<file path="src/rtl/hazard_forward_if.sv">
// Decode-side bundle for the hazard/forwarding controller.
// The shadow entries and hold flag are exposed for observation.
interface hazard_forward_if;
  logic       id_valid;
  logic [4:0] id_rn;
  logic [4:0] id_rm;
  logic [4:0] id_rd;
  logic       id_regwrite;
  logic       id_memread;
  logic       id_is_bl;
  logic       id_uses_rm;
  logic       flush;

  logic       stall;
  logic [1:0] forwardA;
  logic [1:0] forwardB;
  logic       forward_load;
  logic       forward_bl;

  // {valid, rd, regwrite, memread, is_bl}
  logic [8:0] ex_entry;
  logic [8:0] mem_entry;
  logic [8:0] wb_entry;
  logic       hold;

  modport master (
    output id_valid, id_rn, id_rm, id_rd,
    output id_regwrite, id_memread,
    output id_is_bl, id_uses_rm, flush,
    input  stall, forwardA, forwardB,
    input  forward_load, forward_bl,
    input  ex_entry, mem_entry, wb_entry,
    input  hold
  );

  modport slave (
    input  id_valid, id_rn, id_rm, id_rd,
    input  id_regwrite, id_memread,
    input  id_is_bl, id_uses_rm, flush,
    output stall, forwardA, forwardB,
    output forward_load, forward_bl,
    output ex_entry, mem_entry, wb_entry,
    output hold
  );
endinterface

</file>
<file path="src/rtl/hazard_forward_ctrl.sv">
// Load-use / BL stall and EX operand forwarding control,
// driven by a shadow copy of the EX, MEM and WB stages.
module hazard_forward_ctrl #(
  parameter logic [4:0] ZR = 5'd31
) (
  input logic             clk,
  input logic             reset,
  hazard_forward_if.slave bus
);

  typedef struct packed {
    logic       valid;
    logic [4:0] rd;
    logic       regwrite;
    logic       memread;
    logic       is_bl;
  } entry_t;

  typedef enum logic {
    RUN,
    HOLD
  } state_t;

  state_t state;
  state_t state_nx;

  entry_t ex_q;
  entry_t mem_q;
  entry_t wb_q;
  entry_t id_e;

  logic [1:0] fa_q;
  logic [1:0] fb_q;
  logic       fl_q;
  logic       fbl_q;

  logic [1:0] fa_nx;
  logic [1:0] fb_nx;
  logic       fl_nx;
  logic       fbl_nx;

  logic rn_ex;
  logic rm_ex;
  logic rn_mem;
  logic rm_mem;
  logic hazard;
  logic stall;
  logic advance;

  logic a_load;
  logic a_ex;
  logic a_bl;
  logic a_mem;
  logic b_ex;
  logic b_mem;

  function automatic logic hit(
    input entry_t     e,
    input logic [4:0] src
  );
    return e.valid && e.regwrite &&
           (e.rd == src) && (src != ZR);
  endfunction

  assign id_e = '{
    valid:    bus.id_valid,
    rd:       bus.id_rd,
    regwrite: bus.id_regwrite,
    memread:  bus.id_memread,
    is_bl:    bus.id_is_bl
  };

  assign rn_ex  = hit(ex_q, bus.id_rn);
  assign rm_ex  = hit(ex_q, bus.id_rm);
  assign rn_mem = hit(mem_q, bus.id_rn);
  assign rm_mem = hit(mem_q, bus.id_rm);

  // Loaded value is not ready for B; BL link value is not
  // ready for either operand until BL reaches MEM.
  assign hazard =
    (bus.id_uses_rm & rm_ex & ex_q.memread) |
    ((rn_ex | rm_ex) & ex_q.is_bl);

  assign stall = !reset && (state == RUN) &&
                 bus.id_valid && !bus.flush && hazard;

  assign advance = bus.id_valid & !stall & !bus.flush;

  assign a_load = rn_ex & ex_q.memread;
  assign a_ex   = rn_ex & !ex_q.memread;
  assign a_bl   = !rn_ex & rn_mem & mem_q.is_bl;
  assign a_mem  = !rn_ex & rn_mem & !mem_q.is_bl;

  assign b_ex  = bus.id_uses_rm & rm_ex & !ex_q.memread;
  assign b_mem = bus.id_uses_rm & !rm_ex & rm_mem;

  always_comb begin
    fa_nx  = 2'b00;
    fl_nx  = 1'b0;
    fbl_nx = 1'b0;
    if (advance) begin
      unique case (1'b1)
        a_load:  fl_nx  = 1'b1;
        a_ex:    fa_nx  = 2'b10;
        a_bl:    fbl_nx = 1'b1;
        a_mem:   fa_nx  = 2'b01;
        default: fa_nx  = 2'b00;
      endcase
    end
  end

  always_comb begin
    fb_nx = 2'b00;
    if (advance) begin
      unique case (1'b1)
        b_ex:    fb_nx = 2'b10;
        b_mem:   fb_nx = 2'b01;
        default: fb_nx = 2'b00;
      endcase
    end
  end

  always_comb begin
    state_nx = RUN;
    if (state == RUN && stall) begin
      state_nx = HOLD;
    end
  end

  always_ff @(posedge clk) begin
    if (reset) begin
      state <= RUN;
      ex_q  <= '0;
      mem_q <= '0;
      wb_q  <= '0;
      fa_q  <= 2'b00;
      fb_q  <= 2'b00;
      fl_q  <= 1'b0;
      fbl_q <= 1'b0;
    end else begin
      state <= state_nx;
      ex_q  <= advance ? id_e : '0;
      mem_q <= ex_q;
      wb_q  <= mem_q;
      fa_q  <= fa_nx;
      fb_q  <= fb_nx;
      fl_q  <= fl_nx;
      fbl_q <= fbl_nx;
    end
  end

  assign bus.stall        = stall;
  assign bus.forwardA     = fa_q;
  assign bus.forwardB     = fb_q;
  assign bus.forward_load = fl_q;
  assign bus.forward_bl   = fbl_q;
  assign bus.ex_entry     = ex_q;
  assign bus.mem_entry    = mem_q;
  assign bus.wb_entry     = wb_q;
  assign bus.hold         = (state == HOLD);

endmodule

</file>
<file path="src/flat_wrapper.sv">
// flat-port wrapper written by rule: the top's interface ports become plain ports
module hazard_forward_ctrl_flat 
#(
  parameter logic [4:0] ZR = 5'd31
)
  (clk, reset, bus_id_valid, bus_id_rn, bus_id_rm, bus_id_rd, bus_id_regwrite, bus_id_memread, bus_id_is_bl, bus_id_uses_rm, bus_flush, bus_stall, bus_forwardA, bus_forwardB, bus_forward_load, bus_forward_bl, bus_ex_entry, bus_mem_entry, bus_wb_entry, bus_hold);
  hazard_forward_if bus_i ();
  input logic clk;
  input logic reset;
  input wire logic [$bits(bus_i.id_valid)-1:0] bus_id_valid;
  input wire logic [$bits(bus_i.id_rn)-1:0] bus_id_rn;
  input wire logic [$bits(bus_i.id_rm)-1:0] bus_id_rm;
  input wire logic [$bits(bus_i.id_rd)-1:0] bus_id_rd;
  input wire logic [$bits(bus_i.id_regwrite)-1:0] bus_id_regwrite;
  input wire logic [$bits(bus_i.id_memread)-1:0] bus_id_memread;
  input wire logic [$bits(bus_i.id_is_bl)-1:0] bus_id_is_bl;
  input wire logic [$bits(bus_i.id_uses_rm)-1:0] bus_id_uses_rm;
  input wire logic [$bits(bus_i.flush)-1:0] bus_flush;
  output wire logic [$bits(bus_i.stall)-1:0] bus_stall;
  output wire logic [$bits(bus_i.forwardA)-1:0] bus_forwardA;
  output wire logic [$bits(bus_i.forwardB)-1:0] bus_forwardB;
  output wire logic [$bits(bus_i.forward_load)-1:0] bus_forward_load;
  output wire logic [$bits(bus_i.forward_bl)-1:0] bus_forward_bl;
  output wire logic [$bits(bus_i.ex_entry)-1:0] bus_ex_entry;
  output wire logic [$bits(bus_i.mem_entry)-1:0] bus_mem_entry;
  output wire logic [$bits(bus_i.wb_entry)-1:0] bus_wb_entry;
  output wire logic [$bits(bus_i.hold)-1:0] bus_hold;
  assign bus_i.id_valid = bus_id_valid;
  assign bus_i.id_rn = bus_id_rn;
  assign bus_i.id_rm = bus_id_rm;
  assign bus_i.id_rd = bus_id_rd;
  assign bus_i.id_regwrite = bus_id_regwrite;
  assign bus_i.id_memread = bus_id_memread;
  assign bus_i.id_is_bl = bus_id_is_bl;
  assign bus_i.id_uses_rm = bus_id_uses_rm;
  assign bus_i.flush = bus_flush;
  assign bus_stall = bus_i.stall;
  assign bus_forwardA = bus_i.forwardA;
  assign bus_forwardB = bus_i.forwardB;
  assign bus_forward_load = bus_i.forward_load;
  assign bus_forward_bl = bus_i.forward_bl;
  assign bus_ex_entry = bus_i.ex_entry;
  assign bus_mem_entry = bus_i.mem_entry;
  assign bus_wb_entry = bus_i.wb_entry;
  assign bus_hold = bus_i.hold;
  hazard_forward_ctrl #(.ZR(ZR)) u_core (.clk(clk), .reset(reset), .bus(bus_i));
endmodule
</file>
<file path="config.mk">
export PLATFORM = sky130hd
export DESIGN_NAME = hazard_forward_ctrl_flat
export DESIGN_NICKNAME = d
export VERILOG_FILES = /design/src/rtl/hazard_forward_if.sv /design/src/rtl/hazard_forward_ctrl.sv /design/src/flat_wrapper.sv
export SDC_FILE = /design/constraint.sdc
export NUM_CORES = 1
export LEC_CHECK = 0
export CORE_MARGIN = 8
export CORE_UTILIZATION = 41
export CTS_CLUSTER_SIZE = 14
export DETAILED_ROUTE_END_ITERATION = 12
export PLACE_DENSITY = 0.79
export SYNTH_ARGS = -nofsm -noshare
export SYNTH_HDL_FRONTEND = slang
export SYNTH_SLANG_ARGS = --single-unit
</file>
<file path="constraint.sdc">
create_clock -name clk -period 2.73 [get_ports clk]
set_clock_uncertainty 0.1 [all_clocks]
set_input_delay 0.6825 -clock clk [delete_from_list [all_inputs] [get_ports clk]]
set_output_delay 0.6825 -clock clk [all_outputs]
set_load 0.03 [all_outputs]
</file>
# Yosys cells after proc, flatten, opt, wreduce, memory -nomap -nowiden

Index checks and enable logic that the tools add are counted.

Input port bits: 23
Output and inout port bits: 35
Register bits after elaboration: 34
Logic and storage cells: 71

Eq/ne operators: 6
Reduce and logical (&&, ||, !) cells: 23
Bitwise operators: 17
Mux-type cells: 5

Operator list:

| cell                 | count |
|---|---|
| $eq A5 B5 Y1         | 4 |
| $logic_and A1 B1 Y1  | 15 |
| $and A1 B1 Y1        | 13 |
| $ne A5 B5 Y1 const B | 2 |
| $pmux W2 S2          | 2 |
| $logic_not A1 Y1     | 7 |
| $mux W1              | 3 |
| $not A1 Y1           | 2 |
| $or A1 B1 Y1         | 2 |
| $reduce_or A2 Y1     | 1 |

# Logic depth before layout (Yosys ltp)

Depth after elaboration: 12
Mapped depth: 5
Mapped depth without buffers: 4

# Worst setup path before layout

Ideal clock, no wire load.

Kind: input-to-output
From: in bus_id_rn[4]
To: out bus_stall
Required time: 1947 ps
Data arrival time: 1976 ps
Slack: -29 ps
Buffers on the path: 1
Stages on the path: 5
Cell sequence: xor2_1 -> or4_4 -> nor3_4 -> buf_6 -> o21a_1

Longest elaborated chain between the ends: 7
Elaborated cells on any way between the ends: 8
Classes of those cells: eq/ne (2); bitwise (3); reduce/logical (3)

RTL lines:

| element                 | line                      | source |
|---|---|---|
| start, declared         | flat_wrapper.sv:11        | `input wire logic [$bits(bus_i.id_rn)-1:0] bus_id_rn;` |
| $eq A5 B5 Y1            | hazard_forward_ctrl.sv:62 | `(e.rd == src) && (src != ZR);` |
| $logic_and A1 B1 Y1     | hazard_forward_ctrl.sv:61 | `return e.valid && e.regwrite &&` |
| $logic_and A1 B1 Y1 (*) | hazard_forward_ctrl.sv:62 |  |
| $or A1 B1 Y1 (*)        | hazard_forward_ctrl.sv:82 | `((rn_ex \| rm_ex) & ex_q.is_bl);` |
| $and A1 B1 Y1 (*)       | hazard_forward_ctrl.sv:82 |  |
| $or A1 B1 Y1 (*)        | hazard_forward_ctrl.sv:81 | `(bus.id_uses_rm & rm_ex & ex_q.memread) \|` |
| $logic_and A1 B1 Y1 (*) | hazard_forward_ctrl.sv:85 | `bus.id_valid && !bus.flush && hazard;` |
| end, declared           | flat_wrapper.sv:19        | `output wire logic [$bits(bus_i.stall)-1:0] bus_stall;` |

Every way passes the cells marked *; elsewhere a longest branch is shown, timed or not.

# Final worst setup path

From: in bus_id_rn[1]
To: out bus_stall

The elaborated chain is that of the path after synthesis.

==> impl_summary.log <==
INFO  metric ys_ff_latch = 34
INFO  metric worst_pin_slew = 0.366 ns
INFO  metric sequentialPowerShare = 54.6%
INFO  metric final_common_cell = sky130_fd_sc_hd__clkdlybuf4s50_1
INFO  metric cts.sink_count = 34
INFO  metric areaGrowthSynthToFinish = 68.0%
INFO  metric synthDistinctLibCells = 29
INFO  metric setup.worst_path.start_class = primary input
INFO  metric pin_count = 58
INFO  metric arrival = 1.88 ns
INFO  metric die_w = 72.2 µm
INFO  metric route.antenna.remaining_nets = 0
INFO  metric drc_errors = 0
INFO  metric switching_power = 0.236 mW
INFO  metric antenna_violations_before_repair = 0
INFO  metric cp_slowest_cell = sky130_fd_sc_hd__or4_4
INFO  metric layout_min_cycle_time = 2.67 ns
INFO  metric dpl_worst_slack = -0.380 ns
INFO  metric detail_route.vias_per_cell = 4.79
INFO  metric overflow_after_grt = 0
INFO  metric fp.dieArea = 5210 µm²
INFO  metric p_sw_share = 25.2%
INFO  metric placedInstanceArea = 2050 µm²
INFO  metric power.clock.fraction = 31.4%
INFO  metric drt_pass1_iterations = 4
INFO  metric min-delay-path-class = flip-flop to flip-flop
INFO  metric final_util = 71.9%
INFO  metric worstRegToRegCells = 6
INFO  metric run_status = complete, no violations
INFO  metric initial_core_util = 42.8%
INFO  metric synth_warnings = 0
INFO  metric worst_path_clk_slew = 0.10 ns
INFO  metric relSlewSlack = 75.4%
INFO  metric min_period_over_period = 97.6%
INFO  metric clock.fmax = 0.375 GHz
INFO  metric first_global_vias = 1252
INFO  metric drt_iter0_drc = 30
INFO  metric critical_path.top_delay_family = simple AND/OR/NAND/NOR gates
INFO  metric yosysSeqAreaShare = 52.6%
INFO  metric numCtsBuffers = 5
INFO  metric critical_path_buf_inv_count = 2
INFO  metric avgRoutedWirePerCell = 15.8 µm
INFO  metric floorplan.rows = 20
INFO  metric setup.reg_to_reg.worst_slack = 0.88 ns
INFO  metric clock_latency = 0.34 ns
INFO  metric place.detailed.hpwl = 3.07 mm
INFO  metric p_leak = 0.831 nW
INFO  metric timing_hold_violations_final = 0
INFO  metric power_density = 430 nW/µm²
INFO  metric synth.avg_cell_area = 10.8 µm²
INFO  metric grt_first_pass_wirelength = 6.29 mm
INFO  metric critical_path.reg2reg.startpoint = u_core.bus.ex_entry[7]$_SDFF_PP0_
INFO  metric cp_slowest_stage_delay = 0.51 ns
INFO  metric holdPathStages = 1
INFO  metric p_int = 0.700 mW
INFO  metric pin_count_of_the_biggest_net_entering_global_routing = 20
INFO  metric layout_common_cells = sky130_fd_sc_hd__clkdlybuf4s50_1 (46), sky130_fd_sc_hd__dfxtp_1 (29), sky130_fd_sc_hd__buf_4 (24)
INFO  metric worst_hold_path.endpoint = u_core.bus.wb_entry[1]$_SDFF_PP0_
INFO  metric cp_max_fo = 3
INFO  metric layout-drive-gt1-share = 26.3%
INFO  metric comb_power_share = 14.0%
INFO  metric min_from = u_core.bus.mem_entry[1]$_SDFF_PP0_
INFO  metric timing.max_cap.violations = 0
INFO  metric reg2reg_to = u_core.bus.forward_bl$_SDFF_PP0_
INFO  metric fin_max_slew_vios = 0
INFO  metric design.core.area = 3030 µm²
INFO  metric grt.total_usage = 15.6%
INFO  metric detail_route.wirelength = 3.92 mm
INFO  metric worstPathCellList = buf_2 -> xor2_1 -> or4_4 -> nor3_4 -> o21a_2 -> buf_6
INFO  metric setup_tns = 0 ns
INFO  metric buffers_on_ports = 57
INFO  metric setup_viol = 0
INFO  metric worst_ir_drop_vdd = 0.445 mV
INFO  metric syn-cell-area = 1290 µm²
INFO  metric place_inst = 238
INFO  metric tritoncts = done
INFO  metric cts_hold_buffers = 0
INFO  metric clock_tree.root_cell = sky130_fd_sc_hd__clkbuf_4
INFO  metric antenna_diodes = 0
INFO  metric synth_nets = 143
INFO  metric timing.setup.critical_path_class = primary input to primary output
INFO  metric worst-endpoint-required = 1.95 ns
INFO  metric post_synth_inst_count = 120
INFO  metric fin_ws = 0.0647 ns
INFO  metric clockBufferDepth = 2
INFO  metric chipHeight = 72.2 µm
INFO  metric final_net_count = 227
INFO  metric critical_path.endpoint_type = primary output
INFO  metric cts_max_level = 2
INFO  metric via_count = 1193
INFO  metric weighted_congestion_at_the_end_of_routability_driven_global_placement = 0.823
INFO  metric finalNonFillerCells = 249
INFO  metric fill_cells = 225
INFO  metric fin_area = 2180 µm²
## flip-flops by register name (all words and copies together) (netlist names)
register and cells:
u_core.bus.forwardA 2, u_core.bus.ex_entry 9, u_core.bus.forward_load 1, u_core.bus.forwardB 2, u_core.bus.hold 1, u_core.bus.forward_bl 1
u_core.bus.wb_entry 9, u_core.bus.mem_entry 9
## routing by layer
layer  GRT usage, %  wire length [µm]  up-vias
met3           5.65               235        9
li1               -                 -      575
met5              0                 0        -
met4           6.12                61        0
met2           28.5              2170       39
met1           15.7              1460      570
## cell usage after synthesis
| library cell | instances | area, µm² |
|---|---|---|
| sky130_fd_sc_hd__buf_2 | 2 | 10.0 |
| sky130_fd_sc_hd__or3b_1 | 1 | 8.76 |
| sky130_fd_sc_hd__nor4bb_1 | 2 | 20.0 |
| sky130_fd_sc_hd__clkbuf_1 | 1 | 3.75 |
| sky130_fd_sc_hd__dfxtp_1 | 34 | 681 |
| sky130_fd_sc_hd__nor2b_1 | 18 | 113 |
| sky130_fd_sc_hd__nand4_1 | 2 | 12.5 |
| sky130_fd_sc_hd__a211oi_1 | 1 | 7.51 |
| sky130_fd_sc_hd__a211o_1 | 1 | 8.76 |
| sky130_fd_sc_hd__a31o_2 | 1 | 8.76 |
| sky130_fd_sc_hd__a21oi_1 | 1 | 5.00 |
| sky130_fd_sc_hd__nor3_4 | 1 | 16.3 |
| sky130_fd_sc_hd__nand3_1 | 3 | 15.0 |
| sky130_fd_sc_hd__xnor2_1 | 12 | 105 |
| sky130_fd_sc_hd__o211ai_1 | 1 | 7.51 |
| sky130_fd_sc_hd__nor2_1 | 4 | 15.0 |
| sky130_fd_sc_hd__nand2_1 | 4 | 15.0 |
| sky130_fd_sc_hd__and4_1 | 1 | 8.76 |
| sky130_fd_sc_hd__buf_6 | 1 | 11.3 |
| sky130_fd_sc_hd__o21a_1 | 2 | 15.0 |
| sky130_fd_sc_hd__and2_1 | 1 | 6.26 |
| sky130_fd_sc_hd__nor3b_1 | 9 | 67.6 |
| sky130_fd_sc_hd__nor4_1 | 4 | 25.0 |
| sky130_fd_sc_hd__or4_4 | 1 | 11.3 |
| sky130_fd_sc_hd__xor2_1 | 8 | 70.1 |
| sky130_fd_sc_hd__nor4b_1 | 1 | 8.76 |
| sky130_fd_sc_hd__and3_1 | 1 | 6.26 |
| sky130_fd_sc_hd__nand2b_1 | 1 | 6.26 |
| sky130_fd_sc_hd__or3_1 | 1 | 6.26 |
## power by group through the flow
stage	Sequential (mW)	Clock [mW]	Combinational [mW]
final	0.512	0.294	0.131
after global routing	0.513	0.326	0.140
after CTS	0.512	0.303	0.128
after detailed placement	0.523	0	0.127
after global placement	0.523	0	0.123
after floorplan	0.536	0	0.0352
## stage by stage
stage / power, mW / hold slack [ns]
detailed placement: 0.650 / 0.377
global route: 0.979 / 0.414
CTS: 0.942 / 0.393
floorplan: 0.571 / 0.500
global placement: 0.646 / 0.352
finish: 0.936 / 0.383
## how the worst max path moves through the flow
stage / from / to / slack, ns / cells past startpoint
final: bus_id_rn[1] / bus_stall / 0.06 / 6
after global placement: bus_id_rn[4] / bus_stall / -0.37 / 6
after global routing: u_core.bus.ex_entry[3]$_SDFF_PP0_ / bus_stall / -0.008 / 5
after floorplan: bus_id_rn[4] / bus_stall / 0.04 / 5
after CTS: bus_id_rm[3] / bus_stall / 0.001 / 7
after detailed placement: bus_id_rn[4] / bus_stall / -0.38 / 6
## what timing repair did
item,CTS,global route
gates resized for setup,35,12
endpoints found under the setup margin,1,1
buffers inserted,1,2
pin swaps,6,5
## worst register-to-register path, delay by kind of cell, from the launching register on
| kind | cells | cell delay [ns] |
|---|---|---|
| buffers and inverters | 2 | 0.26 |
| XOR/XNOR | 1 | 0.21 |
| flip-flops | 1 | 0.44 |
| AND/OR/NAND/NOR | 2 | 0.41 |
| AO/OA/AOI/OAI | 1 | 0.33 |
## area by class of cell
cell class                 instances  area, µm²  share of cell area [%]
clock inverter                     2       12.5                   0.575
timing repair buffer              81        738                    33.9
clock buffer                       6       51.3                    2.36
tap                               44       55.1                    2.53
sequential                        34        689                    31.7
multi-input combinational         82        629                    28.9
## cell families after synthesis
kind of cell	count (synthesis)	share of synthesized area, %
AOI/OAI and AO/OA	7	4.06
xor gates and xnor gates	20	13.5
buffers and inverters	4	1.93
DFF	34	52.6
and+or+nand+nor	55	27.9
Power figures use the tool's default switching activity.
